`src/rtl/vga_fill_ctrl.sv`:
```
// Rectangle fill engine sharing a framebuffer write port with a CPU store path.
// Latency: CPU stores pass through combinationally; fill writes start the cycle after an accepted start.
// Backpressure: a CPU store wins the port and stalls the fill cursor for that cycle.

package vga_fill_pkg;
    // Memory-port control word shared by the CPU store path and the framebuffer port
    typedef struct packed {
        logic       memRead;
        logic       memWrite;
        logic [1:0] size;
        logic       signExt;
    } mem_ctrl_t;
endpackage

module vga_fill_ctrl
    import vga_fill_pkg::*;
#(
    parameter int WIDTH  = 80,
    parameter int HEIGHT = 120
) (
    input  logic        i_clk,
    input  logic        i_rst,
    input  logic [31:0] i_cpuAddr,
    input  logic [31:0] i_cpuData,
    input  mem_ctrl_t   i_cpuCtrl,
    input  logic        i_start,
    input  logic        i_abort,
    input  logic [6:0]  i_x0,
    input  logic [6:0]  i_x1,
    input  logic [6:0]  i_y0,
    input  logic [6:0]  i_y1,
    input  logic [3:0]  i_color,
    output logic [31:0] o_pxlAddr,
    output logic [31:0] o_pxlData,
    output mem_ctrl_t   o_ctrlVGA,
    output logic        o_busy,
    output logic        o_done,
    output logic        o_err
);

    typedef enum logic [1:0] {
        IDLE = 2'd0,
        FILL = 2'd1,
        DONE = 2'd2
    } state_t;

    // Bounds widened to 8 bits so the compare against a 7-bit coordinate is exact
    localparam logic [7:0] W_LIM = 8'(WIDTH);
    localparam logic [7:0] H_LIM = 8'(HEIGHT);

    state_t     state;
    state_t     state_nxt;
    logic [6:0] x0_q;
    logic [6:0] x1_q;
    logic [6:0] y0_q;
    logic [6:0] y1_q;
    logic [3:0] color_q;
    logic [6:0] cx;
    logic [6:0] cy;
    logic       err_q;

    logic       start_ok;
    logic       start_acc;
    logic       start_rej;
    logic       fill_wr;
    logic       last_px;

    // Command qualification and the per-cycle fill-write decision
    always_comb begin
        start_ok  = (i_x0 <= i_x1) && ({1'b0, i_x1} < W_LIM) &&
                    (i_y0 <= i_y1) && ({1'b0, i_y1} < H_LIM);
        start_acc = (state == IDLE) && i_start && start_ok;
        start_rej = (state == IDLE) && i_start && !start_ok;
        // A CPU store or an abort suppresses the fill write and freezes the cursor
        fill_wr   = (state == FILL) && !i_cpuCtrl.memWrite && !i_abort && !i_rst;
        last_px   = (cx == x1_q) && (cy == y1_q);
    end

    // State register
    always_ff @(posedge i_clk or posedge i_rst) begin
        if (i_rst) begin
            state <= IDLE;
        end else begin
            state <= state_nxt;
        end
    end

    // Next-state logic
    always_comb begin
        state_nxt = state;
        case (state)
            IDLE: begin
                if (start_acc) begin
                    state_nxt = FILL;
                end
            end
            FILL: begin
                if (i_abort) begin
                    state_nxt = IDLE;
                end else if (fill_wr && last_px) begin
                    state_nxt = DONE;
                end
            end
            DONE:    state_nxt = IDLE;
            default: state_nxt = IDLE;
        endcase
    end

    // Latched rectangle, colour and raster cursor
    always_ff @(posedge i_clk or posedge i_rst) begin
        if (i_rst) begin
            x0_q    <= '0;
            x1_q    <= '0;
            y0_q    <= '0;
            y1_q    <= '0;
            color_q <= '0;
            cx      <= '0;
            cy      <= '0;
        end else if (start_acc) begin
            x0_q    <= i_x0;
            x1_q    <= i_x1;
            y0_q    <= i_y0;
            y1_q    <= i_y1;
            color_q <= i_color;
            cx      <= i_x0;
            cy      <= i_y0;
        end else if (fill_wr) begin
            // Row-major walk; the step past the final pixel is never used
            if (cx != x1_q) begin
                cx <= cx + 7'd1;
            end else begin
                cx <= x0_q;
                cy <= cy + 7'd1;
            end
        end
    end

    // Rejected start reported as a one-cycle pulse on the following cycle
    always_ff @(posedge i_clk or posedge i_rst) begin
        if (i_rst) begin
            err_q <= 1'b0;
        end else begin
            err_q <= start_rej;
        end
    end

    // Write-port mux: CPU first, then the fill engine, otherwise an all-zero idle word
    always_comb begin
        o_pxlAddr = '0;
        o_pxlData = '0;
        o_ctrlVGA = '0;
        if (i_cpuCtrl.memWrite) begin
            o_pxlAddr = i_cpuAddr;
            o_pxlData = i_cpuData;
            o_ctrlVGA = i_cpuCtrl;
        end else if (fill_wr) begin
            o_pxlAddr          = {17'b0, cy, 1'b0, cx};
            o_pxlData          = {24'b0, color_q, color_q};
            o_ctrlVGA.memWrite = 1'b1;
            o_ctrlVGA.size     = 2'b00;
        end
    end

    // Status flags derived from state so reset clears them at once
    always_comb begin
        o_busy = (state == FILL) || (state == DONE);
        o_done = (state == DONE);
        o_err  = err_q;
    end

endmodule

```
`config.mk`:
```
export PLATFORM = sky130hd
export DESIGN_NAME = vga_fill_ctrl
export DESIGN_NICKNAME = d
export VERILOG_FILES = /design/src/rtl/vga_fill_ctrl.sv
export SDC_FILE = /design/constraint.sdc
export NUM_CORES = 1
export LEC_CHECK = 0
export ABC_AREA = 1
export BUFFER_PORTS_ARGS = -buffer_cell sky130_fd_sc_hd__buf_2
export CAP_MARGIN = 0
export CORE_ASPECT_RATIO = 1.1
export CORE_MARGIN = 2
export CORE_UTILIZATION = 47
export CTS_BUF_LIST = sky130_fd_sc_hd__clkbuf_2 sky130_fd_sc_hd__clkbuf_4 sky130_fd_sc_hd__clkbuf_8
export CTS_CLUSTER_DIAMETER = 100
export DETAILED_ROUTE_END_ITERATION = 8
export GPL_ROUTABILITY_DRIVEN = 0
export PLACE_DENSITY = 0.9
export SYNTH_ARGS = -nofsm -noshare
export SYNTH_HDL_FRONTEND = slang
export SYNTH_SLANG_ARGS = --single-unit
```
`constraint.sdc`:
```
create_clock -name i_clk -period 2.3 [get_ports i_clk]
set_input_delay 0.23 -clock i_clk [delete_from_list [all_inputs] [get_ports i_clk]]
set_output_delay 0.23 -clock i_clk [all_outputs]
set_load 0.02 [all_outputs]
```
* Word-level counts from Yosys, hierarchy flattened *
Cells that the tools add are included.
Widths: inputs -> output; s select.

operators by class
  add/sub/neg operators = 2
  magnitude comparators = 4
  eq/ne operators = 8
  multiplexer cells = 18
  reductions and logical operators = 20

operator list
  cell                 number
  $mux 32              2
  $mux 7               6
  $mux 15              1
  $add 7x1->7 const B  2
  $eq 7x7->1           2
  $le 7x7->1           2
  $lt 7x7->1 const B   2
  $logic_and 1x1->1    11
  $mux 8               1
  $ne 7x7->1           1
  $mux 2               3
  $mux 3               2
  $logic_not 1->1      4
  $ne 2x2->1 const B   2
  $pmux 2 s2           1
  $reduce_and 2->1     2
  $ne 3x2->1 const B   1
  $eq 2x1->1 const B   1
  $eq 2x2->1 const B   1
  $logic_not 2->1      1
  $mux 1               2
  $reduce_bool 2->1    1
  $logic_or 1x1->1     1

storage, ports and cells
  register bits = 42
  output and inout bits = 72

* Longest topological paths before layout *
Gate-level depths: netlist of run 1.

  depth after elaboration = 8
  gate-level depth with buffers = 15
  gate-level depth less buffers = 14

* Worst setup path before layout of run 1 *
No wires, ideal clock.

  path type = input-to-output
  start point = in i_rst
  end point = out o_pxlAddr[0]
  arrival = 2170 ps
  data required time = 2070 ps
  path slack = -100 ps
  cell stages on the path = 4
  buffers on the path = 1
  path through = inv_1 nand3_2 clkbuf_1 o21ai_0

between the ends
  word-level cells in the longest chain between the ends = 4

RTL lines
  what                              RTL line  text
  from (decl)                       22        input logic i_rst,
  $logic_not 1->1 (no source line)  --
  $logic_and 1x1->1                 75        fill_wr = (state == FILL) && !i_cpuCtrl.memWrite && !i_abort && !i_rst;
  $mux 15                           156       end else if (fill_wr) begin
  $mux 32                           152       if (i_cpuCtrl.memWrite) begin
  to (decl)                         33        output logic [31:0] o_pxlAddr,

Every way passes these cells.

* Final worst setup path of run 1 *
  start point = reg state[1]
  end point = out o_pxlData[3]

between the ends
  word-level cells in the longest chain between the ends = 6

RTL lines
  what                            RTL line  text
  from (decl)                     51        state_t state;
  from (signal assigned)          84        state <= state_nxt;
  $eq 2x1->1                      75
  $logic_and 1x1->1 (3 in a row)  75
  $mux 8                          156
  $mux 32                         152
  to (decl)                       34        output logic [31:0] o_pxlData,

Every way passes these cells.

==> results of run 1 <==
[path summary, 6_finish.rpt]
check / start / endpoint / cells after the start
worst max-delay path: state[1] / o_pxlData[3] / 8
worst min-delay path: i_rst / cx[0] / 3
worst max register to register: state[1] / state[0] / 13
worst min register to register: x0_q[3] / x0_q[3] / 2
max in group asynchronous: i_rst / y1_q[1] / 3
min in group i_clk: i_color[0] / color_q[0] / 3
[cell usage after synthesis]
master    instances  area [sq um]
a21o_1            1          7.51
a21oi_1           6          30.0
a22o_1            3          26.3
a31o_2            1          8.76
buf_2             6          30.0
buf_4             3          22.5
buf_6             1          11.3
buf_8             1          15.0
clkbuf_1         11          41.3
clkinv_4          1          8.76
dfrtp_1          42          1050
ha_1             20           250
inv_1            91           342
inv_2             4          15.0
nand2_1         154           578
nand2_2           6          37.5
nand2_4           1          11.3
nand3_1          44           220
nand3_2           4          40.0
nand3_4           1          17.5
nand3b_1          1          7.51
nand4_1           2          12.5
nand4_4           1          21.3
nor2_1            8          30.0
nor2_2            3          18.8
nor2_4            2          22.5
nor3_1            4          20.0
o21ai_0          35           175
o21ai_1           3          15.0
o21ai_2           2          17.5
o21bai_1          1          7.51
xnor2_1          13           114
xnor2_2           1          16.3
xor2_1           10          87.6
[worst max-delay path, stage by stage (launching register included)]
cell     delay, ns
dfrtp_1       0.41
inv_1         0.11
ha_1          0.16
inv_1         0.05
nor2_2        0.15
nand3_2       0.10
buf_4         0.23
o21ai_0       0.20
buf_2         0.24
[registers in the layout, indices dropped and copies added (netlist names)]
| register | count |
|---|---|
| cy | 7 |
| x1_q | 7 |
| x0_q | 7 |
| color_q | 4 |
| o_err | 1 |
| cx | 7 |
| y1_q | 7 |
| state | 2 |
[repair_timing]
action                                  in CTS  in global routing
endpoints found under the setup margin       0                  1
buffers inserted                             0                  0
gates resized for setup                      0                  1
[layer usage]
| metal | share of wire | vias to the layer above | track usage |
|---|---|---|---|
| li1 | - | 1817 | - |
| met1 | 0.40 | 1752 | 0.323 |
| met2 | 0.50 | 165 | 0.488 |
| met3 | 0.081 | 19 | 0.0639 |
| met4 | 0.021 | 0 | 0.112 |
| met5 | 0 | - | 0 |
[per-stage QoR]
step	setup WS, ns	area [sq um]	hold WS [ns]	total power, mW	util
final	0.116	4360	0.115	3.84	0.629
after global routing	0.00452	4360	0.145	4.14	0.629
after CTS	0.0965	4350	0.140	3.83	0.628
after detailed placement	0.349	4260	0.453	3.30	0.615
after global placement	0.441	4260	0.446	3.19	0.615
after floorplan	0.366	3330	0.230	2.78	-
[power by group through the flow]
stage / sequential [mW] / combinational [mW] / clock [mW]
floorplan: 1.33 / 1.45 / 0
global placement: 1.42 / 1.77 / 0
detailed placement: 1.45 / 1.86 / 0
CTS: 1.44 / 1.89 / 0.510
global route: 1.49 / 2.11 / 0.543
finish: 1.45 / 1.89 / 0.508
[cell families (layout without fill, tap and decap cells)]
kind of cell / count (synthesis) / after routing / share of synthesized area
and+or+nand+nor: 231 / 231 / 0.312
buffers and inverters: 118 / 286 / 0.146
AOI/OAI and AO/OA: 52 / 52 / 0.0864
DFF: 42 / 42 / 0.316
xor gates and xnor gates: 24 / 24 / 0.0654
adders and majority gates: 20 / 20 / 0.0752
other: 0 / 1 / 0
[cells in the final DEF, fill, tap and decap left out, types with 2 or more instances in the layout]
master and count:
buf_4 5, a21oi_1 6, clkbuf_8 6, o21ai_0 34, inv_1 90, o21ai_1 4
nand3_2 4, xor2_1 10, clkinvlp_4 2, nor3_1 4, nand2_2 6, a22o_1 3
nand2_1 154, o21ai_2 2, nor2_2 3, dfrtp_1 42, nand4_1 2, nor2_1 8
buf_2 176, nor2_4 2, ha_1 20, xnor2_1 13, inv_2 4, nand3_1 44
[final cells by class]
cell class	count	area, sq um
Antenna cell	1	2.50
Clock buffer	6	82.6
Clock inverter	2	12.5
Fill cell	627	2570
Inverter	96	369
Multi-Input combinational cell	327	1790
Sequential cell	42	1050
Tap cell	85	106
Timing Repair Buffer	182	938
==> results.txt, run 1 <==
- Using the TritonRoute via totals, the vias-per-cell ratio works out to 5.06.
- Routed len/inst: 14.4 um
* Clock tree skew after final layout: 0.00405 ns
- Starting Density: 0.481
* Die X-Extent: ~84 um
- Via count: 3753
- The die covers 7770 sq um.
- Total power density per cell area: 882 nW/um^2
- In the global route stage, overall resource usage came out at 0.277.
* Worst path arrival time: 1.95 ns
* Buffer depth of the longest clock path: 2
- Root buffer cell: clkbuf_8
* Number of clock buffers inserted by TritonCTS: 5
- Relative contribution of sequential cells to total power: 0.377
- Based on the critical path, the design can be clocked at up to 458 MHz.
* Input/output buffers: 176
- Startpoint type of the worst setup path: flop
* Switching Share: 0.454
- Power Internal: roughly 2.1 mW
- Maximum number of pins on one net before global-route repair: 69
* Crit Path Category: reg2out
- Yosys Warn Count: 0
- Total half-perimeter wirelength after legalization and detailed placement: about 8.5 mm
- For flop-to-flop paths, the worst setup slack is 0.32 ns.
* Required time of the critical path: 2.07 ns
- The count of final max-slew check failures came to 0.
- Of the available clock period, the critical path in the final layout requires 0.949.
* Number of hold violations in the final report: 0
* Number of clock sinks seen by CTS: 42
- Tmin final: 2.18 ns
* Synth unique cells: 34
- For this design the top-level I/O count stands at 177.
- Largest driver fanout on the critical path: 26
- Number of flip-flops and latches in the synthesized netlist: 42
- Detailed-route DRC error count: 0
- The number of nets in the synthesized netlist is 612.
- Initial antenna violation count: 1
- Summed over all layers, the global routing overflow is 0.
* H-tree levels: 2
- Result of the run: complete, no violations
- Clock share of power: 0.132
* Die height: 92.3 um
- The first global-routing pass estimated 17.2 mm of wire.
- Layout Cells excl Fill: 741
- The worst hold path belongs to the class in2async.
- Once placement completed, the tool counted placed cells totaling 732.
- Area delta synth->final: 30.8%
* Cell area after technology mapping: 3330 sq um
- After the last flow step, the layout net total stands at 779.
* Iteration-0 DRC count of the detailed router: around 190
* Total Negative Setup Slacks: 0 ns
- Max-slew headroom at the worst pin: 0.600
- TritonCTS built the clock tree.
- Number of setup violations in the final report: 0
- Type of destination of the critical path: primary output
* Synthesized instance count: between 400 and 500
- The core region is 6930 sq um.
* Logic pwr share: 0.491
- In this run the power spent charging and discharging nets is ~1.7 mW.
* Average instance area after synthesis: 6.84 sq um
* Hold buffer count at CTS: 0
- The count of nets left with antenna violations once routing finished came out at 0.
* RSZ-0062 raised after global routing: false
* Leakage component of the power: 2.81 nW
- Number of placement rows: 32
- The later pin in the worst-skew pair is clocked with a latency of 0.30 ns.
* Worst-case vdd ir drop: 0.478 mV
- The via count of the first global-routing pass was 3618.
- In the final layout, the share of cells above drive strength 1 is 0.333.
- Actual slew at the worst max-slew pin: 0.600 ns
- Part of the Yosys area used for sequential elements: 0.316
- Across the run, the number of max-cap violations was 0.
- The routed design has around 11 mm of wire.
* Router iterations before antenna repair: 4
- Clk pin slew, worst setup/hold paths: 0.08 ns
Note: power is estimated with default switching activity, not from simulation.
==> inputs of run 2 (changes only) <==
--- a/config.mk
+++ b/config.mk
@@ -10,12 +10,12 @@
 export CAP_MARGIN = 0
 export CORE_ASPECT_RATIO = 1.1
 export CORE_MARGIN = 2
-export CORE_UTILIZATION = 47
+export CORE_UTILIZATION = 30
 export CTS_BUF_LIST = sky130_fd_sc_hd__clkbuf_2 sky130_fd_sc_hd__clkbuf_4 sky130_fd_sc_hd__clkbuf_8
 export CTS_CLUSTER_DIAMETER = 100
 export DETAILED_ROUTE_END_ITERATION = 8
 export GPL_ROUTABILITY_DRIVEN = 0
-export PLACE_DENSITY = 0.9
+export PLACE_DENSITY = 0.64
 export SYNTH_ARGS = -nofsm -noshare
 export SYNTH_HDL_FRONTEND = slang
 export SYNTH_SLANG_ARGS = --single-unit
==> results.txt, run 2 (same netlist as run 1, synthesis figures left out) <==
- Share of final-layout standard cells stronger than drive strength 1: 0.334 (was 0.333)
- The maximum fanout encountered on the critical timing path is 26 (unchanged).
- Starting Density: 0.307 (was 0.481)
- The total CTS buffers came to 5 (unchanged).
* Via count: 3580 (was 3753)
- The overall die area came to 12000 sq um (was 7770 sq um).
* Worst path max stage delay: 0.40 ns (was 0.41 ns)
- The overall power was 3.77 mW (was 3.84 mW).
- Number of placed I/O pins: 177 (unchanged)
- Number of global-route vias before repair: 3421 (was 3618)
* Clock tree skew after final layout: 0.00935 ns (was 0.00405 ns)
- Final period utilization: 0.936 (was 0.949)
- The critical path's most frequent cell was inv_1 (unchanged).
* Max-slew headroom at the worst pin: 0.630 (was 0.600)
- Type of destination of the critical path: primary output (unchanged)
- Met3 usage: 0.0307 (was 0.0639)
* Root buffer cell: clkbuf_8 (unchanged)
- CP cell instances: inv_1, ha_1, inv_1, nor2_2, nand3_2, buf_4, o21ai_0, buf_2 (unchanged)
* RSZ-0062 raised after global routing: false (unchanged)
- Routed len/inst: 13.4 um (was 14.4 um)
- The met2 track utilization from global routing is 0.282 (was 0.488).
- The path type of the worst setup path is reg2out (unchanged).
- The residual overflow from global routing was 0 (unchanged).
- The hold-fix buffer count after cts was 0 (unchanged).
- Finished Cell Area: 4430 sq um (was 4360 sq um)
- The peak supply drop was 0.374 mV (was 0.478 mV).
- The peak-usage layer in the global routing report is met2 (unchanged).
- The initial antenna violation count came to 0 (was 1).
- Total Negative Setup Slacks: 0 ns (unchanged)
- Area taken by multi-input logic gates: 1790 sq um (unchanged)
- The required time of the critical path came to 2.07 ns (about the same).
- The HPWL reported at the end of detailed placement came to 8.76 mm (was 8.46 mm).
- The first-pass GRT wire length came to 16.8 mm (was 17.2 mm).
- The count of routing violations after the opening detailed-route iteration is 285 (was 191).
- The number of antenna cells inserted was 0 (was 1).
- The number of nets with antenna violations after detailed routing is 0 (unchanged).
- The most frequent standard cell in the layout excluding fill and tap cells was buf_2 (unchanged).
- Actual slew at the worst max-slew pin: 0.555 ns (was 0.600 ns)
* Total area of sequential cells: 1050 sq um (unchanged)
- The mean number of vias per cell is 4.46 (was 5.06).
* Die height: 114 um (was 92.3 um)
- Global routing usage on met1: 0.247 (was 0.323)
- Result of the run: complete, no violations (unchanged)
- The type of element launching the critical path was a flop (unchanged).
- Worst min-delay path category: in2async (unchanged)
- Detailed-route DRC error count: 0 (unchanged)
- Buffers inserted during post-CTS setup optimization: 0 (unchanged)
- The insertion delay of the later-clocked pin in the worst-skew pair came to 0.31 ns (was 0.30 ns).
- Input/output buffers: 176 (unchanged)
- The number of gates resized after CTS is 0 (unchanged).
- Highest-count cells in the layout ignoring fill and taps: 176 x buf_2, 154 x nand2_1, 90 x inv_1, 44 x nand3_1, 42 x dfrtp_1 (unchanged)
- The power density of the placed cells is 851 nW/um^2 (was 882 nW/um^2).
- Router iterations before antenna repair: 4 (unchanged)
- The maximum level of the CTS H-tree is 2 (unchanged).
- The clock period minus final worst setup slack is 2.15 ns (was 2.18 ns).
* Clk pin slew, worst setup/hold paths: 0.09 ns (was 0.08 ns)
* Area delta synth->final: 32.9% (was 30.8%)
- The width of the die is 104 um (was 84.3 um).
- Leakage component of the power: 2.82 nW (was 2.81 nW)
- The count of max-cap constraint violations is 0 (unchanged).
* Final Hold Slack: 0.119 ns (was 0.115 ns)
- Buffer depth of the longest clock path: 2 (unchanged)
* Standard cell with the maximum stage delay on the critical path: dfrtp_1 (unchanged)
* Fill cells: 1182 (was 627)
- The count of final max-slew check failures is 0 (unchanged).
* CORE AREA: 10900 sq um (was 6930 sq um)
- The final layout net count came to 780 (was 779).
* Routed wire length: 10.7 mm (about the same)
- The pin count of the biggest net entering global routing came to 46 (was 69).
- TritonCTS clock tree: built (unchanged)
- GR Util All Layers: 0.178 (was 0.277)
- Number of clock sinks seen by CTS: 42 (unchanged)
- The setup-violating endpoint count in the final report came to 0 (unchanged).
* Area after DPL: 4330 sq um (was 4260 sq um)
* Number of placement rows: 40 (was 32)
- Setup slack, reg-to-reg: 0.43 ns (was 0.32 ns)
- The data arrival time at the worst-slack endpoint was 1.92 ns (was 1.95 ns).
- The number of hold violations in the final report was 0 (unchanged).
- Maximum clock rate: 464 MHz (was 458 MHz)
[run 2: cell types whose count changed in the layout (fill, tap and decap cells not counted)]
cell	previous run	this run
buf_4	5	7
buf_12	1	0
clkbuf_4	0	1
clkinvlp_4	2	1
diode_2	1	0
[run 2: final timing paths]
| kind | startpoint | endpoint | depth (start not counted) |
|---|---|---|---|
| max | state[1] | o_pxlData[3] | 8 |
| max in group asynchronous | i_rst | color_q[0] | 3 |
| min in group i_clk | i_color[0] | color_q[0] | 3 |
| min reg2reg | x0_q[3] | x0_q[3] | 2 |
| min | i_rst | cx[0] | 3 |
| max reg2reg | state[1] | state[1] | 13 |
[run 2: area by class of cell]
type	instances	area share
Multi-Input combinational cell	327	0.405
Clock buffer	7	0.0204
Inverter	96	0.0834
Timing Repair Buffer	183	0.211
Clock inverter	1	0.00113
Tap cell	147	0.0416
Sequential cell	42	0.237
[run 2: report_power, final]
part | switching, mW | internal, mW | leakage, nW
sequential | 0.327 | 1.09 | 0.521
combinational | 1.07 | 0.756 | 2.24
clock | 0.265 | 0.254 | 0.0517
total | 1.66 | 2.10 | 2.82
[run 2: critical path, delay by kind of cell (launching register included)]
kind / cells / cell delay (ns)
adder cells (fa/ha/maj): 1 / 0.15
AO/OA/AOI/OAI: 1 / 0.22
flip-flops: 1 / 0.40
buffers and inverters: 4 / 0.59
AND/OR/NAND/NOR: 2 / 0.25
[run 2: metrics by stage]
step           utilization  std cells  setup slack (ns)
6_report             0.407        803             0.146
5_1_grt              0.407        803            0.0473
4_1_cts              0.407        803            0.0608
3_5_place_dp         0.399        795             0.312
3_3_place_gp         0.399        795             0.355
2_1_floorplan            -        487             0.366
[run 2: layer usage]
layer	share of wire	vias to the layer above
li1	-	1823
met4	0.017	0
met5	0	-
met1	0.50	1611
met2	0.42	135
met3	0.063	11
==> inputs of run 3 (changes only) <==
--- a/config.mk
+++ b/config.mk
@@ -8,14 +8,14 @@
 export ABC_AREA = 1
 export BUFFER_PORTS_ARGS = -buffer_cell sky130_fd_sc_hd__buf_2
 export CAP_MARGIN = 0
-export CORE_ASPECT_RATIO = 1.1
+export CORE_ASPECT_RATIO = 1.75
 export CORE_MARGIN = 2
 export CORE_UTILIZATION = 30
 export CTS_BUF_LIST = sky130_fd_sc_hd__clkbuf_2 sky130_fd_sc_hd__clkbuf_4 sky130_fd_sc_hd__clkbuf_8
 export CTS_CLUSTER_DIAMETER = 100
 export DETAILED_ROUTE_END_ITERATION = 8
 export GPL_ROUTABILITY_DRIVEN = 0
-export PLACE_DENSITY = 0.64
+export PLACE_DENSITY = 0.59
 export SYNTH_ARGS = -nofsm -noshare
 export SYNTH_HDL_FRONTEND = slang
 export SYNTH_SLANG_ARGS = --single-unit
==> constraint.sdc (replaced) <==
create_clock -name i_clk -period 2.3 [get_ports i_clk]
set_input_delay 0.115 -clock i_clk [delete_from_list [all_inputs] [get_ports i_clk]]
set_output_delay 0.115 -clock i_clk [all_outputs]
set_load 0.02 [all_outputs]
==> results.txt, run 3 (same netlist as run 1, synthesis figures left out) <==
* CP cell instances: inv_1, ha_1, inv_1, nor2_2, nand3_2, buf_4, o21ai_0, buf_2 (unchanged)
* Routed wire length: 10.0 mm (was 10.7 mm)
- Wire length of the first global-routing pass: 16.1 mm (was 16.8 mm)
- The type of the worst min-delay path was in2async (unchanged).
- Total half-perimeter wirelength after legalization and detailed placement: 8.07 mm (was 8.76 mm)
* Total power density per cell area: 853 nW/um^2 (was 851 nW/um^2)
- The worst max-slew margin expressed relative to the limit came to 0.605 (was 0.630).
* Total Negative Setup Slacks: 0 ns (unchanged)
- Number of clock sinks seen by CTS: 42 (unchanged)
- The type of element launching the critical path is a flop (unchanged).
* Number of clock buffers inserted by TritonCTS: 5 (unchanged)
- The overall power came to 3.73 mW (was 3.77 mW).
* Routed len/inst: 12.8 um (was 13.4 um)
* CORE AREA: 10800 sq um (was 10900 sq um)
* Buffers inserted during post-CTS setup optimization: 0 (unchanged)
* Tmin final: 2.09 ns (was 2.15 ns)
* Clock tree skew after final layout: 0.00909 ns (was 0.00935 ns)
* Maximum clock rate: 479 MHz (was 464 MHz)
* Initial antenna violation count: 0 (unchanged)
* Die height: 143 um (was 114 um)
- Remaining antenna violation count after routing: 0 (unchanged)
* Number of placement rows: 50 (was 40)
- Die Footprint: 12000 sq um (about the same)
- The hold-fix buffer count after cts came to 0 (unchanged).
* Reported max-cap violation count: 0 (unchanged)
* Via count: 3593 (was 3580)
- Router iterations before antenna repair: 4 (unchanged)
- H-tree levels: 2 (unchanged)
- Area delta synth->final: 31.3% (was 32.9%)
- Iteration-0 DRC count of the detailed router: 111 (was 285)
- The insertion delay of the later-clocked pin in the worst-skew pair came to 0.30 ns (was 0.31 ns).
* Actual slew at the worst max-slew pin: 0.592 ns (was 0.555 ns)
- The maximum fanout encountered on the critical timing path was 26 (unchanged).
- Number of setup violations in the final report: 0 (unchanged)
- Highest-count cells in the layout ignoring fill and taps: 176 x buf_2, 154 x nand2_1, 90 x inv_1, 44 x nand3_1, 42 x dfrtp_1 (unchanged).
- Max-slew violation count: 0 (unchanged)
* Buffer depth of the longest clock path: 2 (unchanged)
- The path type of the worst setup path was reg2out (unchanged).
- Final #Nets: 778 (was 780)
* Number of cells traversed by the worst register-to-register path: 13 (unchanged)
* Number of vias per cell after detailed routing: 4.59 (was 4.46)
* Required time of the critical path: 2.18 ns (was 2.07 ns)
- Result of the run: complete, no violations (unchanged).
- TritonCTS clock tree: built (unchanged)
* Die X-Extent: 83.6 um (was 104 um)
- The peak supply drop came to 0.396 mV (was 0.374 mV).
* Antenna diodes: 0 (unchanged)
- Worst path most repeated cell: inv_1 (unchanged)
- Number of gates resized after CTS: 0 (unchanged)
- The worst stage delay on the critical path is 0.40 ns (about the same).
- The master cell of the clock root buffer was clkbuf_8 (unchanged).
* Starting Density: 0.309 (was 0.307)
- Congestion Overflow GR: 0 (unchanged)
- The layout cell share with drive strength beyond 1 was 0.328 (was 0.334).
- The number of hold violations in the final report was 0 (unchanged).
- RSZ-0062 raised after global routing: false (unchanged).
* Most common cell after layout, fill and taps aside: buf_2 (unchanged)
- Final period utilization: 0.908 (was 0.936)
- Detailed-route DRC error count: 0 (unchanged)
* Leakage component of the power: 2.80 nW (was 2.82 nW)
* Worst path arrival time: 1.97 ns (was 1.92 ns)
* Number of global-route vias before repair: 3465 (was 3421)
- The CTS clock-pin slew for the worst setup and hold paths was 0.08 ns (was 0.09 ns).
- Number of placed I/O pins: 177 (unchanged)
* Maximum number of pins on one net before global-route repair: 69 (was 46)
- The nature of the critical path endpoint is a primary output (unchanged).
- The number of I/O port buffers is 176 (unchanged).
- The global-route total usage across every layer was 0.167 (was 0.178).
- The critical-path cell with the highest stage delay is dfrtp_1 (unchanged).
[run 3: final cells by class]
cell class                 instances  area, sq um
timing repair buffer             181          918
multi-input combinational        327         1790
tap                              130          163
sequential                        42         1050
clock buffer                       6         82.6
fill                            1142         6390
inverter                          96          365
[run 3: metrics by stage]
step                      instances  setup WS [ns]   util  area [sq um]  hold WS (ns)
after floorplan                 487          0.130      -          3330         0.223
after global placement          776          0.421  0.399          4290         0.329
after detailed placement        776          0.386  0.399          4290         0.334
after CTS                       782          0.188  0.406          4370        0.0129
after global routing            782         0.0410  0.406          4370        0.0320
final                           782          0.212  0.406          4370        0.0142
[run 3: worst paths after layout]
kind / from / endpoint / slack [ns]
hold / removal: i_rst / x1_q[0] / 0.01
max in group asynchronous: i_rst / cy[3] / 1.88
setup / recovery: state[1] / o_pxlData[7] / 0.21
min in group i_clk: i_color[0] / color_q[0] / 0.02
hold reg to reg: x0_q[3] / x0_q[3] / 0.49
setup reg to reg: state[1] / state[0] / 0.42
[run 3: report_power, final]
part | internal [mW] | leakage (nW) | total [mW] | switching (mW)
clock | 0.232 | 0.0431 | 0.482 | 0.250
combinational | 0.753 | 2.24 | 1.82 | 1.07
sequential | 1.09 | 0.521 | 1.43 | 0.336
total | 2.08 | 2.80 | 3.73 | 1.65
[run 3: worst max-delay path: cells and delay by family (launching register included)]
family                   cells  cell delay [ns]
AND/OR/NAND/NOR              2             0.21
AO/OA/AOI/OAI                1             0.29
adder cells (fa/ha/maj)      1             0.15
flip-flops                   1             0.40
buffers and inverters        4             0.61
[run 3: routing by layer]
layer | global-route usage | up-vias | wire (um)
li1 | - | 1819 | -
met2 | 0.307 | 176 | 4900
met4 | 0.0747 | 0 | 307
met3 | 0.0247 | 25 | 804
met1 | 0.189 | 1573 | 4000
met5 | 0 | - | 0
